## src/rtl/io_ccff_pkg.sv

```systemverilog
// Shared definitions for IO configuration-chain memory segments.
package io_ccff_pkg;

    localparam int unsigned IO_PO_MODE_W = 7;

    typedef enum logic [1:0] {
        IDLE  = 2'd0,
        FILL  = 2'd1,
        READY = 2'd2
    } ccff_state_e;

    // Flat constants so state registers can stay plain logic vectors.
    localparam logic [1:0] ST_IDLE  = IDLE;
    localparam logic [1:0] ST_FILL  = FILL;
    localparam logic [1:0] ST_READY = READY;

    // XOR-reduce of a word zero-extended to 32 bits; segments are <= 32 bits wide.
    function automatic logic parity32(input logic [31:0] v);
        return ^v;
    endfunction

endpackage

```

## src/rtl/io_ccff_shift_reg.sv

```systemverilog
// Serial configuration shift register with enable; bit 0 is the head end.
module io_ccff_shift_reg #(
    parameter int unsigned WIDTH = 7
) (
    input  logic             clk,
    input  logic             rst,
    input  logic             en,
    input  logic             din,
    output logic [0:WIDTH-1] q,
    output logic             tail
);

    // Shift toward the tail end while enabled, hold otherwise.
    always_ff @(posedge clk or posedge rst) begin
        if (rst) begin
            q <= '0;
        end else if (en) begin
            q <= {din, q[0:WIDTH-2]};
        end
    end

    // Tail is the last flop of the chain, so it is registered.
    assign tail = q[WIDTH-1];

endmodule

```

## src/rtl/io_po_mode_ccff_loader.sv

```systemverilog
// Config-chain segment loading the IO output-pad scan-FF mode word into a
// shadow register on a parity-checked commit.
module io_po_mode_ccff_loader
    import io_ccff_pkg::*;
#(
    parameter int unsigned     WIDTH      = IO_PO_MODE_W,
    parameter logic [0:WIDTH-1] MODE_RESET = '0
) (
    input  logic             prog_clk,
    input  logic             pReset,
    input  logic             ccff_head,
    input  logic             ccff_shift_en,
    input  logic             ccff_commit,
    input  logic             ccff_parity,
    output logic             ccff_tail,
    output logic [0:WIDTH-1] mem_out,
    output logic [0:WIDTH-1] mem_outb,
    output logic             cfg_valid,
    output logic             cfg_err
);

    localparam int unsigned        CNT_W   = $clog2(WIDTH + 1);
    localparam logic [CNT_W-1:0]   CNT_MAX = CNT_W'(WIDTH);

    logic [0:WIDTH-1] shift_q;
    logic [1:0]       state_q;
    logic [1:0]       state_d;
    logic [CNT_W-1:0] cnt_q;
    logic [CNT_W-1:0] cnt_d;
    logic [0:WIDTH-1] mem_d;
    logic             valid_d;
    logic             err_d;
    logic             parity_bad_c;

    io_ccff_shift_reg #(
        .WIDTH (WIDTH)
    ) u_shift (
        .clk  (prog_clk),
        .rst  (pReset),
        .en   (ccff_shift_en),
        .din  (ccff_head),
        .q    (shift_q),
        .tail (ccff_tail)
    );

    assign parity_bad_c = parity32(32'(shift_q)) ^ ccff_parity;

    // State, counter and shadow registers; mem_out only moves on a good commit.
    always_ff @(posedge prog_clk or posedge pReset) begin
        if (pReset) begin
            state_q   <= ST_IDLE;
            cnt_q     <= '0;
            mem_out   <= MODE_RESET;
            mem_outb  <= ~MODE_RESET;
            cfg_valid <= 1'b0;
            cfg_err   <= 1'b0;
        end else begin
            state_q   <= state_d;
            cnt_q     <= cnt_d;
            mem_out   <= mem_d;
            mem_outb  <= ~mem_d;
            cfg_valid <= valid_d;
            cfg_err   <= err_d;
        end
    end

    // Next-state: count shifts, accept a commit only when full and not shifting.
    always_comb begin
        state_d = state_q;
        cnt_d   = cnt_q;
        mem_d   = mem_out;
        valid_d = cfg_valid;
        err_d   = cfg_err;

        if (ccff_shift_en) begin
            // Extra bits beyond WIDTH pass through the chain; the count saturates.
            if (cnt_q != CNT_MAX) begin
                cnt_d = cnt_q + CNT_W'(1);
            end
            state_d = (cnt_d == CNT_MAX) ? ST_READY : ST_FILL;
            if (ccff_commit) begin
                err_d = 1'b1;
            end
        end else if (ccff_commit) begin
            if (state_q == ST_READY) begin
                state_d = ST_IDLE;
                cnt_d   = '0;
                if (parity_bad_c) begin
                    err_d = 1'b1;
                end else begin
                    mem_d   = shift_q;
                    valid_d = 1'b1;
                    err_d   = 1'b0;
                end
            end else begin
                // Short load: keep filling, just flag the attempt.
                err_d = 1'b1;
            end
        end
    end

endmodule

```

## config.mk

```make
export PLATFORM = sky130hd
export DESIGN_NAME = io_po_mode_ccff_loader
export DESIGN_NICKNAME = d
export VERILOG_FILES = /design/src/rtl/io_ccff_pkg.sv /design/src/rtl/io_ccff_shift_reg.sv /design/src/rtl/io_po_mode_ccff_loader.sv
export SDC_FILE = /design/constraint.sdc
export NUM_CORES = 1
export LEC_CHECK = 0
export ABC_AREA = 0
export CORE_MARGIN = 2
export CORE_UTILIZATION = 49
export DETAILED_ROUTE_END_ITERATION = 10
export GPL_ROUTABILITY_DRIVEN = 0
export PLACE_DENSITY = 0.76
export REMOVE_ABC_BUFFERS = 1
export SLEW_MARGIN = 15
export SYNTH_ARGS = -nofsm -noshare
export SYNTH_HDL_FRONTEND = slang
export SYNTH_SLANG_ARGS = --single-unit
```

## constraint.sdc

```tcl
create_clock -name prog_clk -period 1.7 [get_ports prog_clk]
set_input_delay 0.34 -clock prog_clk [delete_from_list [all_inputs] [get_ports prog_clk]]
set_output_delay 0.34 -clock prog_clk [all_outputs]
set_load 0.05 [all_outputs]
```

# Word-level counts from Yosys, hierarchy flattened
# Cells that the tools add are included.
# word_totals
reg_bits,28
in_bits,6
output_inout_bits,17
word_cells,38
# op_classes
n_addsub,1
eq_ne,3
mux,18
n_bitwise,4
reduce_logical,5
# ops
op,count
$reduce_xor A32 Y1,1
$mux W7,4
$mux W3,5
$mux W2,4
$not A7 Y7,1
$mux W1,5
$reduce_and A4 Y1,1
$reduce_bool A2 Y1,2
$add A3 B1 Y3 const B,1
$eq A3 B3 Y1 const B,1
$ne A3 B3 Y1 const B,1
$eq A2 B2 Y1 const B,1
$not A1 Y1,2
$reduce_and A2 Y1,1
$xor A1 B1 Y1,1

# Logic depth before layout (Yosys ltp)
# Gate-level depths: netlist (run 1).
# logic_depth
word_depth,7
ltp_mapped,6
mapped_depth_nobuf,5

# By module
# Synthesis (run 1) repeated with hierarchy kept, for this count alone.
# hier_totals
hier_cells,86
hier_area_um2,1223.7
# modules_own_cells
module,instances,cells_each,area_each_um2,seq_area_each_um2
io_po_mode_ccff_loader,1,69,920.9,534.3
io_ccff_shift_reg,1,17,302.8,175.2

# Worst setup path after synthesis (run 1)
# OpenSTA, ideal clock, no wires.
# synth_timing
path_type,flip-flop to flip-flop
from,register u_shift.q[6] in the netlist's numbering
to,register with a tool-made name
setup_ns,0.125
arrival_ns,1.727
setup_slack_ns,-0.152
path_stages_with_launch,7
period_less_slack_ns,1.852
path_cell_list,dfrtp_1 -> xnor2_1 -> xnor2_1 -> xnor2_1 -> nand2_2 -> buf_6 -> mux2_4
# synth_rtl
item,line,source
from (decl),io_ccff_shift_reg.sv:9,"output logic [0:WIDTH-1] q,"
from (signal assigned),io_ccff_shift_reg.sv:18,"q <= {din, q[0:WIDTH-2]};"

==> results.json, run 1 <==
{
  "synthCells": 84,
  "globalRouteTotalUtil_pct": 16.67,
  "ios": 23,
  "final_cells": 152,
  "htreeDepth": 1,
  "vias_per_cell": 4.993,
  "crit_required_ns": 1.92,
  "wl_per_cell_um": 12.86,
  "pre_cts_ws_ns": -0.2865,
  "syn2layout_area_growth_pct": 38.47,
  "synth_warnings": 0,
  "status": "complete, no violations",
  "finClkSkew_ns": 0.01261,
  "total_leakage_power_nw": 0.8111,
  "initial_core_util_pct": 51.99,
  "place_hpwl_mm": 1.441,
  "final_common_cell": "buf_4",
  "drive_above_1_share_pct": 47.58,
  "power_w": 0.002521,
  "ys_async_sr_fraction_pct": 100.0,
  "ys.flop_type": "dfrtp_1",
  "wl_mm": 1.954,
  "synth_area_um2": 1161,
  "fmax_ghz": 0.6171,
  "hold_buffers": 0,
  "grt_max_degree": 29,
  "drt_iter0_drc": 4,
  "synth_top_family_by_area": "multiplexers",
  "cts_buffer_depth": 2,
  "fin_crit_ns": 1.620,
  "drv_cap": 0,
  "synth_top_area_cell": "dfrtp_1",
  "fillers": 158,
  "start_kind": "flip-flop",
  "place_inst": 148,
  "setup.worst_path.class": "reg2reg",
  "seq_area_um2": 709.4,
  "grt-ovfl-total": 0,
  "finalWorstSetupSlack_ns": 0.07958,
  "final_cell_mix": "buf_4 (26), dfrtp_1 (21), mux2_2 (13), xnor2_1 (8), mux2i_1 (8)",
  "synth_simple_gate_area_share_pct": 4.095,
  "worst-path-max-fanout": 14,
  "drv_slew": 0,
  "synth_edf_count": 0,
  "drt_pass1_iterations": 4,
  "ant_nets": 0,
  "synth.mux.area_fraction_pct": 20.80,
  "antenna_found_initial": 0,
  "rows": 17,
  "synth_cell_types": 21,
  "drc": 0,
  "crit_arrival_ns": 1.84,
  "rsz0062_at_grt": "false",
  "coreArea_um2": 2233,
  "endpoint_kind": "flip-flop",
  "fin_crit_sh_pct": 95.32,
  "diodes": 0,
  "cts_tree": "yes",
  "clock_latency_ns": 0.33,
  "grt_first_pass_wirelength_mm": 3.256,
  "hold_path_class": "in2async",
  "slew_headroom_pct": 77.02,
  "die_h_um": 52.68,
  "yosys-top-cells-area": "dfrtp_1 (45%), dfstp_2 (16%), mux2_2 (13%)",
  "syn_area_per_cell_um2": 13.82,
  "yosysSeqAreaShare_pct": 61.10,
  "tns_ns": 0,
  "vdd_ir_drop_max_v": 0.001030,
  "multiInputGateArea_um2": 426.7,
  "synth-compound-area-share_pct": 4.310,
  "die-area_um2": 2775,
  "num_vias": 759,
  "cts_root_buffer": "clkbuf_4",
  "synthAdderAreaFrac_pct": 1.078,
  "cts_num_sinks": 28,
  "hold_viol_final": 0,
  "tightest_slew_ns": 0.3448,
  "clk_pin_slew_ns": 0.15,
  "grt_pass1_vias": 803,
  "numPortBuffers": 22,
  "synth_xor_xnor_area_share_pct": 6.034,
  "ys_ff_latch": 28,
  "setup_viol_count_final": 0,
  "chipWidth_um": 52.68,
  "power.density_nw_per_um2": 1568,
  "finalNetCount": 132,
  "cts_made_buffers": 3,
  "synth_top_area_share_pct": 45.26
}
per-layer routing:
layer / GRT usage, % / vias to the layer above / routed length [µm]
li1: - / 368 / -
met1: 19.55 / 371 / 859
met2: 28.13 / 16 / 999
met3: 3.714 / 4 / 66
met4: 8.974 / 0 / 28
met5: 0 / - / 0
report_power, final:
part | switching, W | internal [W]
Combinational | 0.000647 | 0.000531
Clock | 0.000188 | 0.000131
Sequential | 0.000143 | 0.000881
stage by stage:
stage / hold slack (ns) / utilization (%) / cell area [µm²]
after detailed placement: 0.4342 / 70.14 / 1567
after CTS: 0.3561 / 71.76 / 1603
after floorplan: 0.4002 / - / 1146
after global placement: 0.4256 / 70.14 / 1567
after global routing: 0.3849 / 71.99 / 1608
final: 0.3578 / 71.99 / 1608
path summary, 6_finish.rpt:
path | start | endpoint | slack, ns | cells after the start
worst min register to register | flip-flop | mem_outb[1]$_DFF_PP1_ | 0.45 | 1
min in group prog_clk | flip-flop | mem_outb[1]$_DFF_PP1_ | 0.45 | 1
max in group asynchronous | pReset | mem_outb[2]$_DFF_PP1_ | 1.03 | 3
worst max-delay path | u_shift.q[5]$_DFFE_PP0P_ | flip-flop | 0.08 | 5
worst min-delay path | pReset | cnt_q[2]$_DFFE_PP0P_ | 0.36 | 3
worst max register to register | u_shift.q[5]$_DFFE_PP0P_ | flip-flop | 0.08 | 5
area by class of cell:
type	count	share of cell area (%)
repair buffers	38	23.97
clock buffers	4	2.257
inverters	4	0.9339
flip-flops and latches	28	44.12
well taps	28	2.179
multi-input cells	50	26.54
cell families after synthesis:
logic type,Yosys count
compound gates,8
xor+xnor,8
fa+ha+maj,1
buf+inv,6
flops,28
mux,22
simple gates,11
Yosys cell counts (all sizes together), types with 3 or more instances:
master,instances
dfstp,7
mux2i,8
o21ai,3
mux2,14
inv,4
xnor2,8
dfrtp,21
nor2,3
nand2,6
worst max-delay path, cell delays in order, from the launching register on:
cell,delay [ns]
dfrtp_1,0.42
xnor2_1,0.22
xnor2_1,0.12
xnor2_1,0.24
nand2_4,0.18
mux2_4,0.33
repair_timing:
item                       4_1_cts  5_1_grt
setup endpoints to repair        0       10
gates resized for setup          0        1
buffers inserted                 0        0
(Power assumes the default switching activity.)
==> inputs of run 2 (changes only) <==
Settings changed: CORE_MARGIN 2 to 5.
==> results.json, run 2 (synthesized netlist as in run 1, its figures left out) <==
{
  "status": "complete, no violations",
  "setup.worst_path.class": "reg2reg",
  "globalRouteTotalUtil_pct": 14.19,
  "crit_required_ns": 1.94,
  "grt-ovfl-total": 0,
  "place_hpwl_mm": 1.557,
  "num_vias": 743,
  "startpoint": "u_shift.q[5]$_DFFE_PP0P_",
  "r2r_cells": 6,
  "numPortBuffers": 22,
  "crit_chain": "xnor2_2 > xnor2_1 > xnor2_1 > nand2_2 > buf_4 > mux2_2",
  "clock_latency_ns": 0.33,
  "drive_above_1_share_pct": 48.00,
  "chipWidth_um": 58.68,
  "grt_pass1_vias": 794,
  "r2r-start": "u_shift.q[5]$_DFFE_PP0P_",
  "cts_root_buffer": "clkbuf_4",
  "endpoint_kind": "flip-flop",
  "power_w": 0.002473,
  "diodes": 0,
  "power.density_nw_per_um2": 1526,
  "grt_max_degree": 29,
  "fin_crit_sh_pct": 96.49,
  "path_common_cell": "xnor2_1",
  "vias_per_cell": 4.856,
  "total_leakage_power_nw": 0.8122,
  "critPathMaxStageDelay_ns": 0.43,
  "cts_made_buffers": 3,
  "initial_core_util_pct": 51.99,
  "drt_iter0_drc": 2,
  "slew_headroom_pct": 76.82,
  "critPathSlowestCell": "dfrtp_1",
  "fmax_ghz": 0.6096,
  "hold_viol_final": 0,
  "syn2layout_area_growth_pct": 39.55,
  "coreArea_um2": 2233,
  "fin_crit_ns": 1.640,
  "start_kind": "flip-flop",
  "drv_cap": 0,
  "grt_first_pass_wirelength_mm": 3.670,
  "drv_slew": 0,
  "final_common_cell": "buf_4",
  "fin_area_um2": 1620,
  "crit_arrival_ns": 1.88,
  "cts_num_sinks": 28,
  "drt_pass1_iterations": 3,
  "place_area_um2": 1551,
  "drc": 0,
  "htreeDepth": 1,
  "ios": 23,
  "cts_buffer_depth": 2,
  "wl_mm": 2.112,
  "finalWorstSetupSlack_ns": 0.05968,
  "tns_ns": 0,
  "vdd_ir_drop_max_v": 0.001140,
  "rows": 17,
  "antenna_found_initial": 0,
  "die-area_um2": 3443,
  "setup_viol_count_final": 0,
  "finClkSkew_ns": 0.01191,
  "tightest_slew_ns": 0.3477,
  "cts_tree": "yes",
  "finalNetCount": 133,
  "r2r_slack_ns": 0.06,
  "die_h_um": 58.68,
  "final_cell_mix": "buf_4 (26), dfrtp_1 (21), mux2_2 (13), mux2i_1 (8), buf_12 (8)",
  "worst-path-max-fanout": 5,
  "clk_pin_slew_ns": 0.14,
  "ant_nets": 0,
  "wl_per_cell_um": 13.80,
  "pre_cts_ws_ns": -0.2644,
  "hold_path_class": "in2async",
  "fillers": 162
}
==> run 2: cell count changes in the layout (fill, tap and decap cells not counted), sizes merged <==
cell	before	now
buf	33	34
==> run 2: report_power, final <==
part | internal [W] | switching (W) | total (W) | leakage [nW]
registers | 0.000881 | 0.000157 | 0.00104 | 0.336
logic | 0.000534 | 0.000627 | 0.00116 | 0.461
clock network | 0.0000922 | 0.000183 | 0.000275 | 0.0150
==> run 2: metrics by stage <==
stage          instances  utilization (%)  hold WS (ns)
6_report             153            72.55        0.3489
5_1_grt              153            72.55        0.3623
4_1_cts              150            70.64        0.3492
3_5_place_dp         146            69.47        0.4355
3_3_place_gp         146            69.47        0.4230
2_1_floorplan         82                -        0.4002
==> run 2: worst min-delay path by stage <==
stage / startpoint / to / slack, ns / cells after the start
global route: pReset / cnt_q[2]$_DFFE_PP0P_ / 0.36 / 3
global placement: flip-flop / mem_outb[1]$_DFF_PP1_ / 0.42 / 1
CTS: pReset / cnt_q[2]$_DFFE_PP0P_ / 0.35 / 3
floorplan: pReset / async pin / 0.40 / 1
detailed placement: flip-flop / mem_outb[2]$_DFF_PP1_ / 0.44 / 1
finish: pReset / cnt_q[2]$_DFFE_PP0P_ / 0.35 / 3
==> run 2: layout make-up <==
type	count	area [µm²]	share of cell area [%]
multi-input cells	50	429.2	26.49
flip-flops and latches	28	709.4	43.78
inverters	4	15.01	0.9266
well taps	28	35.03	2.162
repair buffers	39	405.4	25.02
clock buffers	4	26.28	1.622
==> run 2: timing repair <==
item / in CTS / in global routing
buffers inserted: 0 / 3
endpoints found under the hold margin: 0 / 0
hold buffers: 0 / 0
resized for setup: 0 / 1
endpoints found under the setup margin: 0 / 10
==> run 2: metal layers <==
metal	vias to the layer above	track usage, %	share of wire [%]
met5	-	0	0
met4	0	6.796	2.0
met3	5	3.070	3.7
met2	13	23.44	50
met1	356	17.63	44
li1	369	-	-
==> run 2: critical path, delay by kind of cell, from the launching register on <==
kind	cells	cell delay, ns
xor gates and xnor gates	3	0.46
and+or+nand+nor	1	0.15
muxes	1	0.33
buffers and inverters	1	0.17
DFF	1	0.43
